<file path="src/rtl/udp_filter_pkg.sv">
// ---------------------------------------------------------------------------
// udp_filter_pkg
// Shared types and constants for the UDP filter front-end arbiter.
//   arb_state_e   : arbiter FSM states
//   BYTE_W/PORT_W : stream byte width and UDP port width
//   DEF_MAX_BYTES : longest frame the filter's 6-bit byte counter accepts
// ---------------------------------------------------------------------------
package udp_filter_pkg;

    localparam int BYTE_W        = 8;
    localparam int PORT_W        = 16;
    localparam int DEF_MAX_BYTES = 63;

    typedef enum logic [2:0] {
        IDLE   = 3'd0,
        GRANT  = 3'd1,
        STREAM = 3'd2,
        DRAIN  = 3'd3,
        GAP    = 3'd4
    } arb_state_e;

endpackage

</file>
<file path="src/rtl/udp_filter_arbiter_if.sv">
// ---------------------------------------------------------------------------
// udp_filter_arbiter_if
// Bundles the per-source request/stream bus and the shared filter-input bus.
//   req_i       : per-source packet-slot request
//   gnt_o       : one-hot grant back to the sources
//   src_valid_i : per-source byte valid
//   src_data_i  : per-source byte, source n at [8n+7:8n]
//   src_port_i  : per-source UDP port to match, source n at [16n+15:16n]
//   flt_valid_o : filter input valid
//   flt_data_o  : filter input byte
//   flt_port_o  : filter udp_port_to_match
// Modports: master = source/stimulus side, slave = arbiter side.
// ---------------------------------------------------------------------------
interface udp_filter_arbiter_if #(
    parameter int NUM_REQ = 4
);
    logic [NUM_REQ-1:0]                        req_i;
    logic [NUM_REQ-1:0]                        gnt_o;
    logic [NUM_REQ-1:0]                        src_valid_i;
    logic [NUM_REQ*udp_filter_pkg::BYTE_W-1:0] src_data_i;
    logic [NUM_REQ*udp_filter_pkg::PORT_W-1:0] src_port_i;
    logic                                      flt_valid_o;
    logic [udp_filter_pkg::BYTE_W-1:0]         flt_data_o;
    logic [udp_filter_pkg::PORT_W-1:0]         flt_port_o;

    modport master (
        output req_i, src_valid_i, src_data_i, src_port_i,
        input  gnt_o, flt_valid_o, flt_data_o, flt_port_o
    );

    modport slave (
        input  req_i, src_valid_i, src_data_i, src_port_i,
        output gnt_o, flt_valid_o, flt_data_o, flt_port_o
    );
endinterface

</file>
<file path="src/rtl/rr_pick.sv">
// ---------------------------------------------------------------------------
// rr_pick
// Combinational rotate-priority encoder: the first requester at or after
// i_ptr (wrapping) wins.
//   i_req    : request vector
//   i_ptr    : round-robin start index
//   o_onehot : one-hot winner (0 when no request)
//   o_idx    : winner index (0 when no request)
//   o_any    : at least one request present
// ---------------------------------------------------------------------------
module rr_pick #(
    parameter int NUM_REQ = 4
) (
    input  logic [NUM_REQ-1:0]         i_req,
    input  logic [$clog2(NUM_REQ)-1:0] i_ptr,
    output logic [NUM_REQ-1:0]         o_onehot,
    output logic [$clog2(NUM_REQ)-1:0] o_idx,
    output logic                       o_any
);
    localparam int IDX_W = $clog2(NUM_REQ);

    // One extra bit so ptr + offset (< 2*NUM_REQ) cannot overflow before wrap.
    logic [IDX_W:0] w_cand;

    always_comb begin
        o_onehot = '0;
        o_idx    = '0;
        o_any    = 1'b0;
        w_cand   = '0;
        for (int i = 0; i < NUM_REQ; i++) begin
            w_cand = {1'b0, i_ptr} + (IDX_W+1)'(i);
            if (w_cand >= (IDX_W+1)'(NUM_REQ)) begin
                w_cand = w_cand - (IDX_W+1)'(NUM_REQ);
            end
            if (!o_any && i_req[w_cand[IDX_W-1:0]]) begin
                o_any                        = 1'b1;
                o_idx                        = w_cand[IDX_W-1:0];
                o_onehot[w_cand[IDX_W-1:0]] = 1'b1;
            end
        end
    end
endmodule

</file>
<file path="src/rtl/udp_filter_arbiter.sv">
// ---------------------------------------------------------------------------
// udp_filter_arbiter
// Packet-atomic round-robin arbiter sharing one UDP filter among NUM_REQ
// byte-stream sources. Grants one source per packet, forwards its bytes with
// one cycle of latency, drives the filter's port-to-match from the grantee's
// config word, truncates frames longer than MAX_BYTES and enforces an idle
// gap of GAP_CYCLES between packets.
//   clk       : clock
//   reset     : synchronous, active-low reset
//   bus       : source/filter bus (slave modport)
//   cur_src_o : index of current or last grantee
//   busy_o    : high in every state except IDLE
//   trunc_o   : one-cycle pulse when a packet is truncated
// ---------------------------------------------------------------------------
module udp_filter_arbiter
    import udp_filter_pkg::*;
#(
    parameter int NUM_REQ    = 4,
    parameter int MAX_BYTES  = DEF_MAX_BYTES,
    parameter int GAP_CYCLES = 2,
    parameter int START_TO   = 16
) (
    input  logic                       clk,
    input  logic                       reset,
    udp_filter_arbiter_if.slave        bus,
    output logic [$clog2(NUM_REQ)-1:0] cur_src_o,
    output logic                       busy_o,
    output logic                       trunc_o
);
    localparam int IDX_W   = $clog2(NUM_REQ);
    localparam int TMR_MAX = (START_TO > GAP_CYCLES) ? START_TO : GAP_CYCLES;
    localparam int TMR_W   = $clog2(TMR_MAX + 1);

    arb_state_e          r_state;
    logic [NUM_REQ-1:0]  r_gnt;
    logic [IDX_W-1:0]    r_cur_src;
    logic [IDX_W-1:0]    r_rr_ptr;
    logic [5:0]          r_byte_cnt;
    logic [TMR_W-1:0]    r_timer;   // shared: start timeout in GRANT, gap length in GAP
    logic                r_flt_valid;
    logic [BYTE_W-1:0]   r_flt_data;
    logic [PORT_W-1:0]   r_flt_port;
    logic                r_trunc;

    logic [BYTE_W-1:0]   w_src_data [NUM_REQ];
    logic [PORT_W-1:0]   w_src_port [NUM_REQ];
    logic [NUM_REQ-1:0]  w_pick_onehot;
    logic [IDX_W-1:0]    w_pick_idx;
    logic                w_pick_any;
    logic [IDX_W-1:0]    w_next_ptr;
    logic                w_g_valid;
    logic [BYTE_W-1:0]   w_g_data;

    genvar gi;
    generate
        for (gi = 0; gi < NUM_REQ; gi++) begin : g_src_slice
            assign w_src_data[gi] = bus.src_data_i[gi*BYTE_W +: BYTE_W];
            assign w_src_port[gi] = bus.src_port_i[gi*PORT_W +: PORT_W];
        end
    endgenerate

    rr_pick #(.NUM_REQ(NUM_REQ)) u_rr_pick (
        .i_req    (bus.req_i),
        .i_ptr    (r_rr_ptr),
        .o_onehot (w_pick_onehot),
        .o_idx    (w_pick_idx),
        .o_any    (w_pick_any)
    );

    assign w_next_ptr = (w_pick_idx == IDX_W'(NUM_REQ - 1)) ? '0 : w_pick_idx + 1'b1;

    // Only the grantee's stream is ever looked at.
    assign w_g_valid = bus.src_valid_i[r_cur_src];
    assign w_g_data  = w_src_data[r_cur_src];

    always_ff @(posedge clk) begin
        if (!reset) begin
            r_state     <= IDLE;
            r_gnt       <= '0;
            r_cur_src   <= '0;
            r_rr_ptr    <= '0;
            r_byte_cnt  <= '0;
            r_timer     <= '0;
            r_flt_valid <= 1'b0;
            r_flt_data  <= '0;
            r_flt_port  <= '0;
            r_trunc     <= 1'b0;
        end else begin
            r_trunc <= 1'b0;
            case (r_state)
                IDLE: begin
                    r_flt_valid <= 1'b0;
                    if (w_pick_any) begin
                        r_gnt      <= w_pick_onehot;
                        r_cur_src  <= w_pick_idx;
                        r_flt_port <= w_src_port[w_pick_idx];
                        r_rr_ptr   <= w_next_ptr;
                        r_timer    <= '0;
                        r_byte_cnt <= '0;
                        r_state    <= GRANT;
                    end
                end
                GRANT: begin
                    if (w_g_valid) begin
                        r_flt_valid <= 1'b1;
                        r_flt_data  <= w_g_data;
                        r_byte_cnt  <= 6'd1;
                        r_state     <= STREAM;
                    end else if (r_timer == TMR_W'(START_TO - 1)) begin
                        r_gnt   <= '0;
                        r_state <= IDLE;
                    end else begin
                        r_timer <= r_timer + 1'b1;
                    end
                end
                STREAM: begin
                    if (!w_g_valid) begin
                        r_flt_valid <= 1'b0;
                        r_gnt       <= '0;
                        r_timer     <= '0;
                        r_state     <= GAP;
                    end else if (r_byte_cnt == 6'(MAX_BYTES)) begin
                        // Counter holds at MAX_BYTES; the overflowing byte is dropped.
                        r_flt_valid <= 1'b0;
                        r_trunc     <= 1'b1;
                        r_state     <= DRAIN;
                    end else begin
                        r_flt_valid <= 1'b1;
                        r_flt_data  <= w_g_data;
                        r_byte_cnt  <= r_byte_cnt + 6'd1;
                    end
                end
                DRAIN: begin
                    r_flt_valid <= 1'b0;
                    if (!w_g_valid) begin
                        r_gnt   <= '0;
                        r_timer <= '0;
                        r_state <= GAP;
                    end
                end
                GAP: begin
                    r_flt_valid <= 1'b0;
                    if (r_timer == TMR_W'(GAP_CYCLES - 1)) begin
                        r_state <= IDLE;
                    end else begin
                        r_timer <= r_timer + 1'b1;
                    end
                end
                default: r_state <= IDLE;
            endcase
        end
    end

    assign bus.gnt_o       = r_gnt;
    assign bus.flt_valid_o = r_flt_valid;
    assign bus.flt_data_o  = r_flt_data;
    assign bus.flt_port_o  = r_flt_port;
    assign cur_src_o       = r_cur_src;
    assign busy_o          = (r_state != IDLE);
    assign trunc_o         = r_trunc;
endmodule

</file>
<file path="src/flat_wrapper.sv">
// flat-port wrapper written by rule: the top's interface ports become plain ports
module udp_filter_arbiter_flat import udp_filter_pkg::*;
#(
    parameter int NUM_REQ    = 4,
    parameter int MAX_BYTES  = DEF_MAX_BYTES,
    parameter int GAP_CYCLES = 2,
    parameter int START_TO   = 16
)
  (clk, reset, cur_src_o, busy_o, trunc_o, bus_req_i, bus_src_valid_i, bus_src_data_i, bus_src_port_i, bus_gnt_o, bus_flt_valid_o, bus_flt_data_o, bus_flt_port_o);
  udp_filter_arbiter_if #(.NUM_REQ(NUM_REQ)) bus_i ();
  input  logic clk;
  input  logic reset;
  output logic [$clog2(NUM_REQ)-1:0] cur_src_o;
  output logic busy_o;
  output logic trunc_o;
  input wire logic [$bits(bus_i.req_i)-1:0] bus_req_i;
  input wire logic [$bits(bus_i.src_valid_i)-1:0] bus_src_valid_i;
  input wire logic [$bits(bus_i.src_data_i)-1:0] bus_src_data_i;
  input wire logic [$bits(bus_i.src_port_i)-1:0] bus_src_port_i;
  output wire logic [$bits(bus_i.gnt_o)-1:0] bus_gnt_o;
  output wire logic [$bits(bus_i.flt_valid_o)-1:0] bus_flt_valid_o;
  output wire logic [$bits(bus_i.flt_data_o)-1:0] bus_flt_data_o;
  output wire logic [$bits(bus_i.flt_port_o)-1:0] bus_flt_port_o;
  assign bus_i.req_i = bus_req_i;
  assign bus_i.src_valid_i = bus_src_valid_i;
  assign bus_i.src_data_i = bus_src_data_i;
  assign bus_i.src_port_i = bus_src_port_i;
  assign bus_gnt_o = bus_i.gnt_o;
  assign bus_flt_valid_o = bus_i.flt_valid_o;
  assign bus_flt_data_o = bus_i.flt_data_o;
  assign bus_flt_port_o = bus_i.flt_port_o;
  udp_filter_arbiter #(.NUM_REQ(NUM_REQ), .MAX_BYTES(MAX_BYTES), .GAP_CYCLES(GAP_CYCLES), .START_TO(START_TO)) u_core (.clk(clk), .reset(reset), .bus(bus_i), .cur_src_o(cur_src_o), .busy_o(busy_o), .trunc_o(trunc_o));
endmodule
</file>
<file path="config.mk">
export PLATFORM = sky130hd
export DESIGN_NAME = udp_filter_arbiter_flat
export DESIGN_NICKNAME = d
export VERILOG_FILES = /design/src/rtl/udp_filter_pkg.sv /design/src/rtl/udp_filter_arbiter_if.sv /design/src/rtl/rr_pick.sv /design/src/rtl/udp_filter_arbiter.sv /design/src/flat_wrapper.sv
export SDC_FILE = /design/constraint.sdc
export NUM_CORES = 1
export LEC_CHECK = 0
export BUFFER_PORTS_ARGS = -buffer_cell sky130_fd_sc_hd__buf_2
export CAP_MARGIN = 40
export CORE_MARGIN = 5
export CORE_UTILIZATION = 48
export CTS_CLUSTER_SIZE = 10
export DETAILED_ROUTE_END_ITERATION = 10
export MAX_ROUTING_LAYER = met4
export PLACE_DENSITY_LB_ADDON = 0.2
export SLEW_MARGIN = 20
export SYNTH_ARGS = -nofsm -noshare
export SYNTH_HDL_FRONTEND = slang
export SYNTH_SLANG_ARGS = --single-unit
</file>
<file path="constraint.sdc">
create_clock -name clk -period 3 [get_ports clk]
set_input_delay 0.45 -clock clk [delete_from_list [all_inputs] [get_ports clk]]
set_output_delay 0.45 -clock clk [all_outputs]
set_load 0.03 [all_outputs]
</file>
; Word level (Yosys, flattened, before mapping)
; Index checks and enable logic that the tools add are counted.
[word_totals]
ff_bits = 48
out_inout_bits = 33
word_cells = 162
[op_classes]
addsub = 10
magnitude_cmp = 15
eq_ne = 21
mux = 74
bitwise_logic = 5
n_reduce_logical = 27
[ops]
columns = cell, count
row1 = $mux 8, 5
row2 = $bmux 16 s2, 1
row3 = $mux 16, 2
row4 = $mux 4, 8
row5 = $mux 5, 5
row6 = $mux 6, 4
row7 = $mux 3, 7
row8 = $pmux 5 s4, 1
row9 = $mux 2, 9
row10 = $pmux 6 s3, 1
row11 = $mux 1, 17
row12 = $bmux 8 s2, 1
row13 = $pmux 8 s2, 1
row14 = $ge 3x3->1 const B, 5
row15 = $lt 2x3->1 const B, 5
row16 = $pmux 3 s5, 1
row17 = $reduce_and 5->1, 3
row18 = $ne 2x2->1 const B, 7
row19 = $or 4x4->4, 3
row20 = $pmux 4 s3, 1
row21 = $reduce_bool 3->1, 4
row22 = $bmux 1 s2, 5
row23 = $demux 1 s2, 4
row24 = $ge 2x1->1 const B, 4
row25 = 30 further kinds, 48

; Logic depth before layout (Yosys ltp)
[logic_depth]
depth_word = 18
mapped_depth = 11

; Cells and area by module
; A second synthesis with hierarchy kept.
[hier_totals]
cells_unflattened = 321
area_unflattened_um2 = 3118.0
[modules_own_cells]
columns = module, n_inst, cells_each, area_each_um2, seq_area_each_um2
row1 = udp_filter_arbiter, 1, 276, 2696.3, 960.9
row2 = rr_pick, 1, 45, 421.7, 0.0

; Worst setup path before layout
; No wires, ideal clock.
[synth_path]
kind = register to register
start = reg u_core.r_rr_ptr[0]
end = reg u_core.r_flt_port[0], in the netlist u_core.bus.flt_port_o[0]
setup_time_ps = 138
arrival_ps = 2637
setup_slack_ps = 225
stages_incl_launch_ff = 12
n_path_buf = 3
period_less_slack_ps = 2775
cell_sequence = dfxtp_1 -> buf_2 -> inv_1 -> ha_1 -> buf_2 -> and3b_1 -> a21oi_1 -> o21ai_0 -> o21a_1 -> nand3b_1 -> clkbuf_1 -> o221ai_1
[synth_via]
elab_chain_len = 18
elab_cells_between_ends = 42
cone_classes = 7 x add/sub / 4 x order compare / 23 x mux / 1 x bitwise / 7 x reduce/logical
[synth_lines]
columns = item, line_no
row1 = from (decl), udp_filter_arbiter.sv:37  ; logic [IDX_W-1:0] r_rr_ptr;
row2 = from (signal assigned), udp_filter_arbiter.sv:97  ; r_rr_ptr <= w_next_ptr;
row3 = branches (longest 18 deep; another with $add 2x1->3), n/a
row4 = to (signal assigned), udp_filter_arbiter.sv:96  ; r_flt_port <= w_src_port[w_pick_idx];
row5 = to (decl), udp_filter_arbiter.sv:42  ; logic [PORT_W-1:0] r_flt_port;
; Several ways; the timed one is not identified. The select of a mux whose other input is x is not followed.
; A chain may end at the register's enable or synchronous reset.

; Worst setup path after layout
[layout_path]
start = reg u_core.r_rr_ptr[0]
end = reg u_core.r_flt_port[14], in the netlist u_core.bus.flt_port_o[14]
; The elaborated chain is that of the path after synthesis.

==> results.cfg <==
[status]
outcome = finished clean

[layout]
diodes = 0
fin_nets = 589
drive_gt1_frac = 0.353
syn_to_final_growth_pct = 27.6

[timing]
hold_viol = 0
period_needed_ns = 2.62
max_freq_ghz = 0.381
fin_skew_ns = 0.0156
setup_violations = 0
fin_crit_sh = 0.875
worst_pin_slew_ns = 0.625
fin_tns_setup_ns = 0
fin_hold_ws_ns = 0.446
slew_headroom = 0.580
rsz0062_at_grt = false
slew_viol_final = 0

[floorplanning]
boundaryPins = 139
rows = 29
fp.dieH_um = 91.3
dieArea_um2 = 8340
start_util = 0.497
core_area_um2 = 6390
die_width_um = 91.3

[clock_network]
cts.sink_count = 48
clock_path_buffers = 2
cts_hold_buf = 0
cts_resized = 0
htreeDepth = 2
cts_inserted_buffers = 5
root_buffer = clkbuf_8
path_clk_slew_ns = 0.10
postCtsSetupRepairBufs = 0
clock_latency_ns = 0.30
cts_tree = done

[critical_path]
cp_slowest_cell = ha_1
crit_chain = inv_1 -> ha_1 -> mux4_2 -> nor2b_2 -> o21ai_1 -> nand2_2 -> buf_12 -> mux2i_1 -> o221ai_1
critical_path_required_ns = 3.18
cp_top_family = multiplexers
end_kind = flop
cp.arrival_ns = 2.81
worstSetupPathType = flop to flop
path_max_fanout = 35
critPathBufInv = 2
cpPeakStageDelay_ns = 0.46
startpoint_type = flop

[route]
drcViolationCount = 0
antenna_left = 0
vias = 3056
drt_pass1_iterations = 4
drt_wl_total_um = 8380
drtIter0Drc = 121
routed_via_density = 5.56
wl_per_cell_um = 15.2

[global_routing]
grt.overflow.total = 0
first_global_vias = 3050
antenna_found_initial = 0
grt_pass1_wl_um = 14000
grt_max_degree = 36
grtUsageTotal = 0.201

[power]
vdd_ir_drop_max_mv = 0.636
powerDensity_nw_per_um2 = 907
leakagePower_uw = 0.00185

[logic_synthesis]
synth-seq-cells = 48
synth_top_area_share = 0.303
synth_flop_cell = dfxtp_1
synth_edf_count = 0
synth_warnings = 0
syn_avg_cell_area_um2 = 9.31
netlist_area_um2 = 3170
synth_xor_area_frac = 0.0110
synth_area_leaders = dfxtp_1, mux2i_1, mux4_1, o221ai_1, ha_1
synthCells = 341
synth.most_common_cell = dfxtp_1
synth_top_family_by_area = multiplexers
yosysSeqAreaShare = 0.303
async_reset_ff_frac = 0
synth.largest_area_cell = dfxtp_1
synth_fa_ha_area_frac = 0.0434
synthMuxAreaShare = 0.236
yosys.area_share.simple = 0.177
ys_top_cells_by_count = dfxtp_1, mux2i_1, nand2_1, nor2_1, o221ai_1
netlist-cell-type-count = 56
synth_nets = 458
synth_compound_area_frac = 0.179

[min_path]
hold_class = input pin to flop

[placed_design]
routabilityCongestion = 0.831
io_buffer_count = 138
dp_hpwl_um = 6590

[flow_run]
max_cap_violations = 0
[kinds of logic after synthesis]
family                     after synthesis
adders and majority gates               11
muxes                                   58
AOI/OAI and AO/OA                       77
buffers and inverters                   33
and+or+nand+nor                        110
xor gates and xnor gates                 4
DFF                                     48
[routing by layer]
layer	GRT usage	vias to the layer above	wire (um)
met1	0.258	1390	3640
met2	0.331	120	4160
met4	0.0513	0	77
li1	-	1538	-
met5	-	-	0
met3	0.0331	8	501
[layout make-up]
cell class,instances,area (um2)
Inverter,10,37.5
Timing Repair Buffer,147,771
Tap cell,77,96.3
Fill cell,531,2330
Multi-Input combinational cell,260,2050
Clock inverter,3,68.8
Sequential cell,48,961
Clock buffer,5,68.8
[per-stage QoR]
step / power [uW] / area [um2] / cells / setup slack [ns] / utilization
6_report: 3680 / 4050 / 550 / 0.375 / 0.634
5_1_grt: 3940 / 4050 / 550 / 0.142 / 0.634
4_1_cts: 3700 / 4050 / 550 / 0.389 / 0.634
3_5_place_dp: 3130 / 3910 / 542 / 0.394 / 0.613
3_3_place_gp: 3090 / 3910 / 542 / 0.464 / 0.613
2_1_floorplan: 2630 / 3170 / 341 / 0.225 / -
[worst paths after layout]
check                           slack, ns  cells after the start                        startpoint                                      to
worst min register to register       0.46                      2  u_core.bus.gnt_o[0]$_SDFFE_PN0P_        u_core.bus.gnt_o[0]$_SDFFE_PN0P_
worst min-delay path                 0.45                      3                bus_src_port_i[22]   u_core.bus.flt_port_o[6]$_SDFFE_PN0P_
worst max register to register       0.38                      9   u_core.r_rr_ptr[0]$_SDFFE_PN0P_  u_core.bus.flt_port_o[14]$_SDFFE_PN0P_
worst max-delay path                 0.38                      9   u_core.r_rr_ptr[0]$_SDFFE_PN0P_  u_core.bus.flt_port_o[14]$_SDFFE_PN0P_
[power by group]
| part | switching, uW | total [uW] | internal, uW | leakage, uW |
|---|---|---|---|---|
| combinational | 1250 | 2150 | 900 | 0.00138 |
| clock | 228 | 564 | 336 | 0.0000687 |
| sequential | 149 | 959 | 810 | 0.000393 |
| total | 1630 | 3680 | 2050 | 0.00185 |
[worst register-to-register path: stages, from the launching register on]
cell      delay [ns]
dfxtp_1         0.34
inv_1           0.09
ha_1            0.46
mux4_2          0.44
nor2b_2         0.29
o21ai_1         0.13
nand2_2         0.11
buf_12          0.23
mux2i_1         0.27
o221ai_1        0.15
[sequential cells by signal, summed over array words and instances, names as in the netlist]
signal and flops:
u_core.bus.flt_port_o 16, u_core.bus.flt_data_o 8, u_core.r_byte_cnt 6, u_core.bus.gnt_o 4
u_core.r_rr_ptr 2, u_core.trunc_o 1, u_core.cur_src_o 2, u_core.bus.flt_valid_o 1
u_core.r_timer 5, u_core.r_state 3
[cells in the final DEF (no fill, tap or decap), types with 5 or more instances in the layout]
cell	n
buf_2	138
dfxtp_1	48
mux2i_1	47
nand2_1	32
nor2_1	21
o221ai_1	16
o21ai_0	15
nor2b_1	13
ha_1	11
inv_1	10
a21oi_1	8
a21boi_0	8
mux4_1	8
buf_4	8
nor3_1	7
a22oi_1	6
nand3_1	6
or3_1	5
clkbuf_8	5
No activity file was read; power rests on OpenSTA's default activity.
